## src/rtl/mips_muldiv_unit.sv

```systemverilog
// Multi-cycle multiply/divide unit holding the architectural HI/LO registers.
// One iteration per clock: shift-add multiply, restoring divide, sign fix-up on the last edge.
module mips_muldiv_unit #(
    parameter int WIDTH = 32
) (
    input  logic             clk,
    input  logic             reset,
    input  logic             start,
    input  logic [2:0]       op,
    input  logic [WIDTH-1:0] src_a,
    input  logic [WIDTH-1:0] src_b,
    output logic             busy,
    output logic             done,
    output logic [WIDTH-1:0] hi,
    output logic [WIDTH-1:0] lo,
    output logic [1:0]       state_dbg
);

    localparam int CW = (WIDTH > 1) ? $clog2(WIDTH) : 1;

    typedef enum logic [1:0] {
        S_IDLE = 2'd0,
        S_RUN  = 2'd1,
        S_DONE = 2'd2
    } state_e;

    // Handshake: a request is taken when start=1 at a posedge while busy=0;
    // the result is valid in hi/lo during the single cycle where done=1.
    state_e          state_q;
    logic [CW-1:0]   count_q;
    logic [WIDTH-1:0] work_hi_q, work_lo_q, operand_q, a_raw_q;
    logic            is_div_q, neg_lo_q, neg_hi_q, div0_q;
    logic [WIDTH-1:0] hi_q, lo_q;
    logic            busy_q, done_q;

    // Operand preparation at accept time
    logic             op_signed, op_div, a_neg, b_neg;
    logic [WIDTH-1:0] a_mag, b_mag;

    always_comb begin
        op_signed = ~op[0];
        op_div    = op[1];
        a_neg     = op_signed & src_a[WIDTH-1];
        b_neg     = op_signed & src_b[WIDTH-1];
        a_mag     = a_neg ? -src_a : src_a;
        b_mag     = b_neg ? -src_b : src_b;
    end

    // One multiply step: conditional add of the multiplicand, then shift the
    // {carry, accumulator, multiplier} chain right by one.
    logic [WIDTH:0]   mul_sum;
    logic [WIDTH-1:0] mul_hi_n, mul_lo_n;

    always_comb begin
        mul_sum  = {1'b0, work_hi_q} + (work_lo_q[0] ? {1'b0, operand_q} : '0);
        mul_hi_n = mul_sum[WIDTH:1];
        mul_lo_n = {mul_sum[0], work_lo_q[WIDTH-1:1]};
    end

    // One restoring-divide step: shift the next dividend bit into the
    // remainder and keep the trial difference if it did not go negative.
    logic [WIDTH:0]   div_shift, div_trial;
    logic [WIDTH-1:0] div_rem_n, div_quo_n;

    always_comb begin
        div_shift = {work_hi_q, work_lo_q[WIDTH-1]};
        div_trial = div_shift - {1'b0, operand_q};
        if (!div_trial[WIDTH]) begin
            div_rem_n = div_trial[WIDTH-1:0];
            div_quo_n = {work_lo_q[WIDTH-2:0], 1'b1};
        end else begin
            div_rem_n = div_shift[WIDTH-1:0];
            div_quo_n = {work_lo_q[WIDTH-2:0], 1'b0};
        end
    end

    logic [WIDTH-1:0]   step_hi, step_lo;
    logic [2*WIDTH-1:0] prod, prod_fix;
    logic [WIDTH-1:0]   quo_fix, rem_fix;
    logic [WIDTH-1:0]   fin_hi, fin_lo;

    always_comb begin
        step_hi  = is_div_q ? div_rem_n : mul_hi_n;
        step_lo  = is_div_q ? div_quo_n : mul_lo_n;
        prod     = {mul_hi_n, mul_lo_n};
        prod_fix = neg_lo_q ? -prod : prod;
        quo_fix  = neg_lo_q ? -div_quo_n : div_quo_n;
        rem_fix  = neg_hi_q ? -div_rem_n : div_rem_n;
        fin_hi   = prod_fix[2*WIDTH-1:WIDTH];
        fin_lo   = prod_fix[WIDTH-1:0];
        if (is_div_q) begin
            // Divide by zero reports the raw dividend, ignoring sign handling.
            if (div0_q) begin
                fin_hi = a_raw_q;
                fin_lo = '1;
            end else begin
                fin_hi = rem_fix;
                fin_lo = quo_fix;
            end
        end
    end

    always_ff @(posedge clk or posedge reset) begin
        if (reset) begin
            state_q   <= S_IDLE;
            count_q   <= '0;
            work_hi_q <= '0;
            work_lo_q <= '0;
            operand_q <= '0;
            a_raw_q   <= '0;
            is_div_q  <= 1'b0;
            neg_lo_q  <= 1'b0;
            neg_hi_q  <= 1'b0;
            div0_q    <= 1'b0;
            hi_q      <= '0;
            lo_q      <= '0;
            busy_q    <= 1'b0;
            done_q    <= 1'b0;
        end else begin
            case (state_q)
                S_RUN: begin
                    work_hi_q <= step_hi;
                    work_lo_q <= step_lo;
                    count_q   <= count_q - 1'b1;
                    if (count_q == '0) begin
                        hi_q    <= fin_hi;
                        lo_q    <= fin_lo;
                        state_q <= S_DONE;
                        busy_q  <= 1'b0;
                        done_q  <= 1'b1;
                    end
                end
                default: begin
                    state_q <= S_IDLE;
                    busy_q  <= 1'b0;
                    done_q  <= 1'b0;
                    if (start) begin
                        case (op)
                            3'b000, 3'b001, 3'b010, 3'b011: begin
                                work_hi_q <= '0;
                                work_lo_q <= op_div ? a_mag : b_mag;
                                operand_q <= op_div ? b_mag : a_mag;
                                a_raw_q   <= src_a;
                                is_div_q  <= op_div;
                                neg_lo_q  <= a_neg ^ b_neg;
                                neg_hi_q  <= a_neg;
                                div0_q    <= (src_b == '0);
                                count_q   <= CW'(WIDTH - 1);
                                state_q   <= S_RUN;
                                busy_q    <= 1'b1;
                            end
                            3'b100:  hi_q <= src_a;
                            3'b101:  lo_q <= src_a;
                            default: ;
                        endcase
                    end
                end
            endcase
        end
    end

    assign busy      = busy_q;
    assign done      = done_q;
    assign hi        = hi_q;
    assign lo        = lo_q;
    assign state_dbg = state_q;

endmodule

```

## config.mk

```make
export PLATFORM = sky130hd
export DESIGN_NAME = mips_muldiv_unit
export DESIGN_NICKNAME = d
export VERILOG_FILES = /design/src/rtl/mips_muldiv_unit.sv
export SDC_FILE = /design/constraint.sdc
export NUM_CORES = 1
export LEC_CHECK = 0
export CAP_MARGIN = 0
export CELL_PAD_IN_SITES_DETAIL_PLACEMENT = 0
export CELL_PAD_IN_SITES_GLOBAL_PLACEMENT = 1
export CORE_MARGIN = 10
export CORE_UTILIZATION = 30
export CTS_CLUSTER_DIAMETER = 100
export DETAILED_ROUTE_END_ITERATION = 8
export GPL_ROUTABILITY_DRIVEN = 0
export PLACE_DENSITY = 0.66
export SLEW_MARGIN = 20
export SYNTH_ARGS = -nofsm -noshare
export SYNTH_HDL_FRONTEND = slang
export SYNTH_SLANG_ARGS = --single-unit
```

## constraint.sdc

```tcl
create_clock -name clk -period 9.2 [get_ports clk]
set_input_delay 1.84 -clock clk [delete_from_list [all_inputs] [get_ports clk]]
set_output_delay 1.84 -clock clk [all_outputs]
set_load 0.02 [all_outputs]
```

## Yosys cells after proc, flatten, opt, wreduce, memory -nomap -nowiden

Cells that the tools add are included.

- Flip-flop bits (word level): 205
- Bits in latches: 0
- Bits in writable memories: 0
- ROM bits: 0
- Input port bits: 70
- Memories: 0

- Add/subtract/negate cells: 8
- $mul: 0
- Div/mod/pow operators: 0
- Magnitude comparators: 0
- Equality and inequality tests: 7
- Shifts and indexed selects: 0
- Multiplexer cells: 43
- Bitwise logic cells: 5
- Reductions and logical operators: 12

Operator list:

| cell | number |
|---|---|
| $mux W32 | 28 |
| $neg A32 Y32 | 4 |
| $mux W64 | 1 |
| $neg A64 Y64 | 1 |
| $add A32 B32 Y33 | 1 |
| $sub A33 B32 Y33 | 1 |
| $logic_not A32 Y1 | 1 |
| $mux W5 | 3 |
| $mux W1 | 9 |
| $reduce_and A3 Y1 | 3 |
| $reduce_bool A2 Y1 | 4 |
| $eq A3 B2 Y1 const B | 2 |
| $eq A3 B3 Y1 const B | 2 |
| $logic_not A5 Y1 | 1 |
| $sub A5 B1 Y5 const B | 1 |
| $mux W2 | 2 |
| $reduce_or A4 Y1 | 1 |
| $eq A3 B1 Y1 const B | 1 |
| $logic_not A3 Y1 | 1 |
| $and A1 B1 Y1 | 2 |
| $eq A2 B1 Y1 const B | 1 |
| $ne A2 B2 Y1 const B | 1 |
| $not A1 Y1 | 2 |
| $reduce_and A2 Y1 | 1 |
| $xor A1 B1 Y1 | 1 |

## Depth between registers and ports, before layout

- Depth after elaboration: 8
- Mapped depth: 28

## Worst setup path after synthesis

Ideal clock, no wire load.

- Path type: register to register
- Start: register work_lo_q[31]
- End: register hi_q[28] (netlist: hi[28])
- Library setup time: 0.128 ns
- Data arrival time: 5.421 ns
- Required time: 9.072 ns
- Setup slack: 3.650 ns
- Cell stages (with the launch flop): 27
- Path buffers: 4
- Path through: dfrtp_1 clkbuf_1 inv_1 ha_1 inv_1 fa_1 a211oi_1 o211ai_1 nand3_1 a2111oi_2 nor3_1 nor2_1 inv_1 buf_2 clkbuf_1 buf_1 nor2_1 a21oi_1 ha_1 inv_1 nor3_1 nand2_1 mux2_2 or4_1 or4_1 a21oi_1 o31ai_1

- Cells in the longest elaborated chain, start to end: 8
- Elaborated cells between the ends (all ways): 10

Ends and longest elaborated chain:

| item | line | source |
|---|---|---|
| start, declared | 31 | `logic [WIDTH-1:0] work_hi_q, work_lo_q, operand_q, a_raw_q;` |
| start signal, assigned | 123 | `work_lo_q <= step_lo;` |
| start signal, assigned | 141 | `work_lo_q <= op_div ? a_mag : b_mag;` |
| $sub A33 B32 Y33 | 67 | `div_trial = div_shift - {1'b0, operand_q};` |
| $mux W32 | 68 | `if (!div_trial[WIDTH]) begin` |
| $neg A32 Y32 | 88 | `rem_fix = neg_hi_q ? -div_rem_n : div_rem_n;` |
| $mux W32 | 88 |  |
| $mux W32 | 93 | `if (div0_q) begin` |
| $mux W32 (*) | 91 | `if (is_div_q) begin` |
| $mux W32 (*) | 125 | `if (count_q == '0) begin` |
| $mux W32 (*) | 120 | `case (state_q)` |
| end signal, assigned | 126 | `hi_q <= fin_hi;` |
| end signal, assigned | 152 | `3'b100: hi_q <= src_a;` |
| end, declared | 33 | `logic [WIDTH-1:0] hi_q, lo_q;` |

Mark *: on every way between the ends. The rest lies on a longest branch, timed or not. The select of a mux whose other input is x is not followed.
A chain may end at the register's enable or synchronous reset.

## Final worst setup path

Same ends and word-level chain as after synthesis.

==> out/results.tsv <==
stage	metric	value	unit
logic_synthesis	Adder-Cell Fraction of Synth Area	0.04781	
routing	TritonRoute pass-1 iters	8	
logic_synthesis	Top FF cell, synth	dfrtp_1	
routing	vias	20537	
critical_path	critical path peak fanout	17	
timing	fin. max-slew vios	0	
timing	f_max	151.4	MHz
logic_synthesis	Synth async-reset ratio	1.000	
logic_synthesis	number of flops mapped to enable cells by yosys	0	
critical_path	Critical R2R Launch	work_lo_q[31]$_DFFE_PP0P_	
worst_hold_path	worst-case hold path end point	a_raw_q[2]$_DFFE_PP0P_	
timing	final setup fails	0	
clock_network	Clock Tree Root	clkbuf_16	
timing	Final Cycle Share	0.7179	
worst_hold_path	worst hold start	a_raw_q[2]$_DFFE_PP0P_	
logic_synthesis	share of the synthesized area in the top cell type	0.2616	
worst_hold_path	Hold Crit Depth	2	
die	row count	93	
timing	Worst slew margin	0.2810	
grt	first-pass GRT wire length	129.6	mm
critical_path	worst r2r dst	hi[28]$_DFFE_PP0P_	
critical_path	flop-to-flop setup slack	2.60	ns
logic_synthesis	post-synthesis sequential area ratio	0.2616	
grt	largest net degree at the start of global routing	122	
timing	final hold viol count	0	
logic_synthesis	Mapped Avg Cell Area	7.492	sq um
critical_path	crit start category	register	
routing	Iter 0 DRT Violations	2506	
routing	drc violations	0	
timing	Setup TNS Final	0	ns
clock_network	Max clock buf depth	3	
routing	via density per instance	5.918	
power_and_ir_drop	maximum vdd drop	0.2732	mV
grt	total track usage	0.2242	
critical_path	r2r worst-path depth	22	
logic_synthesis	mux cell area share after synthesis	0.04832	
clock_network	post_cts resized	0	
placed_design	port bufs	137	
critical_path	Worst setup startpoint	work_lo_q[31]$_DFFE_PP0P_	
timing	Clock Skew	0.01347	ns
clock_network	TritonCTS Buffers	25	
worst_hold_path	HP Class	register to register	
critical_path	WS Path Type	register to register	
cells_and_area	layout cells sized above 1	0.05432	
logic_synthesis	Synth Instances	2592	
timing	minimum clock period	6.604	ns
power_and_ir_drop	Lkg Pwr	8.663	nW
logic_synthesis	area of the mapped netlist	19420	sq um
logic_synthesis	post-synth top area cell	dfrtp_1	
logic_synthesis	Synth Area in Simple Gates	0.2241	
logic_synthesis	Mapped Nets	2735	
clock_network	Clk pin slew, worst setup/hold paths	0.07	ns
cells_and_area	Layout area overhead	14.69	%
critical_path	Critical Path AT	7.04	ns
clock_network	number of setup buffers added after CTS	0	
clock_network	# hold bufs at CTS	0	
die	Die W	274.4	um
clock_network	htree depth	1	
logic_synthesis	Synth Area in Compound Gates	0.2737	
timing	Slew @ Worst Pin	1.079	ns
clock_network	Worst-Skew Late Latency	0.56	ns
power_and_ir_drop	PwrDens	466.0	nW/um^2
status	status	finished clean	
grt	vias in the first global route	19201	
timing	RSZ-0062 raised after global routing	no	
die	io pins	138	
clock_network	clk sink count	203	
grt	GRT Residual Overflow	0	
die	die area	75310	sq um
placed_design	Final HPWL DP	66.61	mm
logic_synthesis	Synth Area in XOR/XNOR	0.09110	
routing	WL/cell	25.31	um
cells_and_area	Nets	2739	
die	Initial Util	0.3023	
logic_synthesis	register bit count reported by yosys	203	
critical_path	CP Capture Type	register	
routing	DRT antenna net count	0	
die	total core area	64230	sq um
clock_network	CTS tree	yes	
critical_path	Critical Path RT	9.64	ns
logic_synthesis	warnings from Yosys	0	
logic_synthesis	main combinational cell family by area after synthesis	compound AO/OA/AOI/OAI gates	
logic_synthesis	Synth cell types	88	
die	Die Height	274.4	um
routing	Total Wirelength	87.84	mm
power_and_ir_drop	Pwr Total	10.38	mW
grt	antenna violations before repair	2	
flow_run	max-cap viol count	0	
logic_synthesis	Synth area leaders	dfrtp_1, nand2_1, xnor2_1, o21ai_0, nor2_1	
==> power breakdown <==
group,switching (mW),internal [mW]
registers,0.512,1.31
logic,4.80,2.69
clock network,0.448,0.610
total,5.76,4.62
==> cell usage after synthesis (42+ instances only) <==
library cell and n:
o21ai_0 238, inv_1 71, nor2_1 240, mux2i_1 78, a21oi_1 177, xor2_1 57, clkbuf_1 162, a31oi_1 45
xnor2_1 145, ha_1 71, nor3_1 42, o221ai_1 57, o211ai_1 46, nand2_1 399, dfrtp_1 203
==> sequential cells by signal, indices dropped and copies added, names as in the netlist <==
signal / cells
a_raw_q: 32
hi: 32
lo: 32
operand_q: 32
work_hi_q: 32
work_lo_q: 32
count_q: 5
state_dbg: 2
div0_q: 1
is_div_q: 1
neg_hi_q: 1
neg_lo_q: 1
==> layer usage <==
metal | GRT usage | part of all wire | vias to the layer above
met1 | 0.3173 | 0.46 | 10071
met3 | 0.03171 | 0.069 | 144
li1 | - | - | 9408
met5 | 0 | 0.00015 | -
met2 | 0.3432 | 0.44 | 912
met4 | 0.07533 | 0.036 | 2
==> stage by stage <==
stage / hold WS (ns) / worst slack [ns] / cell area, sq um / instances / util
global placement: 0.4562 / 2.902 / 21430 / 3424 / 0.3337
CTS: 0.4795 / 2.851 / 22270 / 3469 / 0.3467
global route: 0.5020 / 2.257 / 22270 / 3469 / 0.3467
floorplan: 0.4390 / 1.821 / 19420 / 2592 / -
detailed placement: 0.4638 / 2.877 / 21430 / 3424 / 0.3337
finish: 0.4764 / 2.596 / 22270 / 3470 / 0.3468
==> cells by family after synthesis <==
kind of cell               count (synthesis)
muxes                                     92
DFF                                      203
adders and majority gates                 73
buffers and inverters                    270
and+or+nand+nor                          938
xor gates and xnor gates                 202
AOI/OAI and AO/OA                        814
==> worst max-delay path by stage <==
stage	endpoint	slack (ns)	cells past startpoint
floorplan	a_raw_q[0]$_DFFE_PP0P_	1.82	1
global placement	hi[28]$_DFFE_PP0P_	2.90	23
detailed placement	hi[28]$_DFFE_PP0P_	2.88	21
CTS	hi[28]$_DFFE_PP0P_	2.85	21
global route	hi[28]$_DFFE_PP0P_	2.26	21
finish	hi[28]$_DFFE_PP0P_	2.60	22
==> cells in the final DEF (no fill, tap or decap), types with 8 or more instances in the layout <==
master           instances
o21ai_0                237
nand2b_1                16
a21oi_1                177
mux2i_1                 78
a21boi_0                 8
or4_1                   14
buf_4                   36
inv_1                   70
nand2_1                398
nand3_1                 36
xnor2_1                145
o221ai_1                57
or2_2                    9
o211a_1                  8
o41ai_1                 11
xor2_1                  57
o211ai_1                46
nor2_1                 236
dfrtp_1                201
o31ai_1                 39
mux2_2                  14
clkbuf_16               25
a31oi_1                 45
nand4_1                 27
a211o_1                 14
and3_1                   9
nor3_1                  42
o21a_1                  24
nor4_1                  25
and2_1                  18
clkdlybuf4s50_1        136
nor2b_1                 18
a221o_1                 14
or3_1                   37
a22o_1                  14
ha_1                    71
a211oi_1                20
a21o_1                  18
and4_1                   8
==> critical path, stage by stage (launching register included) <==
cell	delay [ns]
dfrtp_1	0.50
inv_1	0.08
ha_1	0.22
inv_1	0.07
fa_1	0.30
a211oi_1	0.13
o211ai_1	0.42
nand3_1	0.32
a2111oi_2	0.61
o21a_1	0.67
nor2_2	0.10
inv_1	0.18
nor2_1	0.06
a21oi_1	0.25
ha_1	0.26
inv_1	0.08
nor3_1	0.41
nand2_1	0.12
mux2_2	0.32
or4_1	0.64
or4_1	0.44
a21oi_1	0.19
o31ai_1	0.10
==> final cells by class <==
cell class	count	area (sq um)
well taps	855	1070
diodes	1	2.502
repair buffers	172	1632
flip-flops and latches	203	5085
multi-input cells	2119	13360
clock inverters	9	98.84
clock buffers	36	737.0
fillers	6848	41960
inverters	75	289.0
Power figures use the tool's default switching activity.
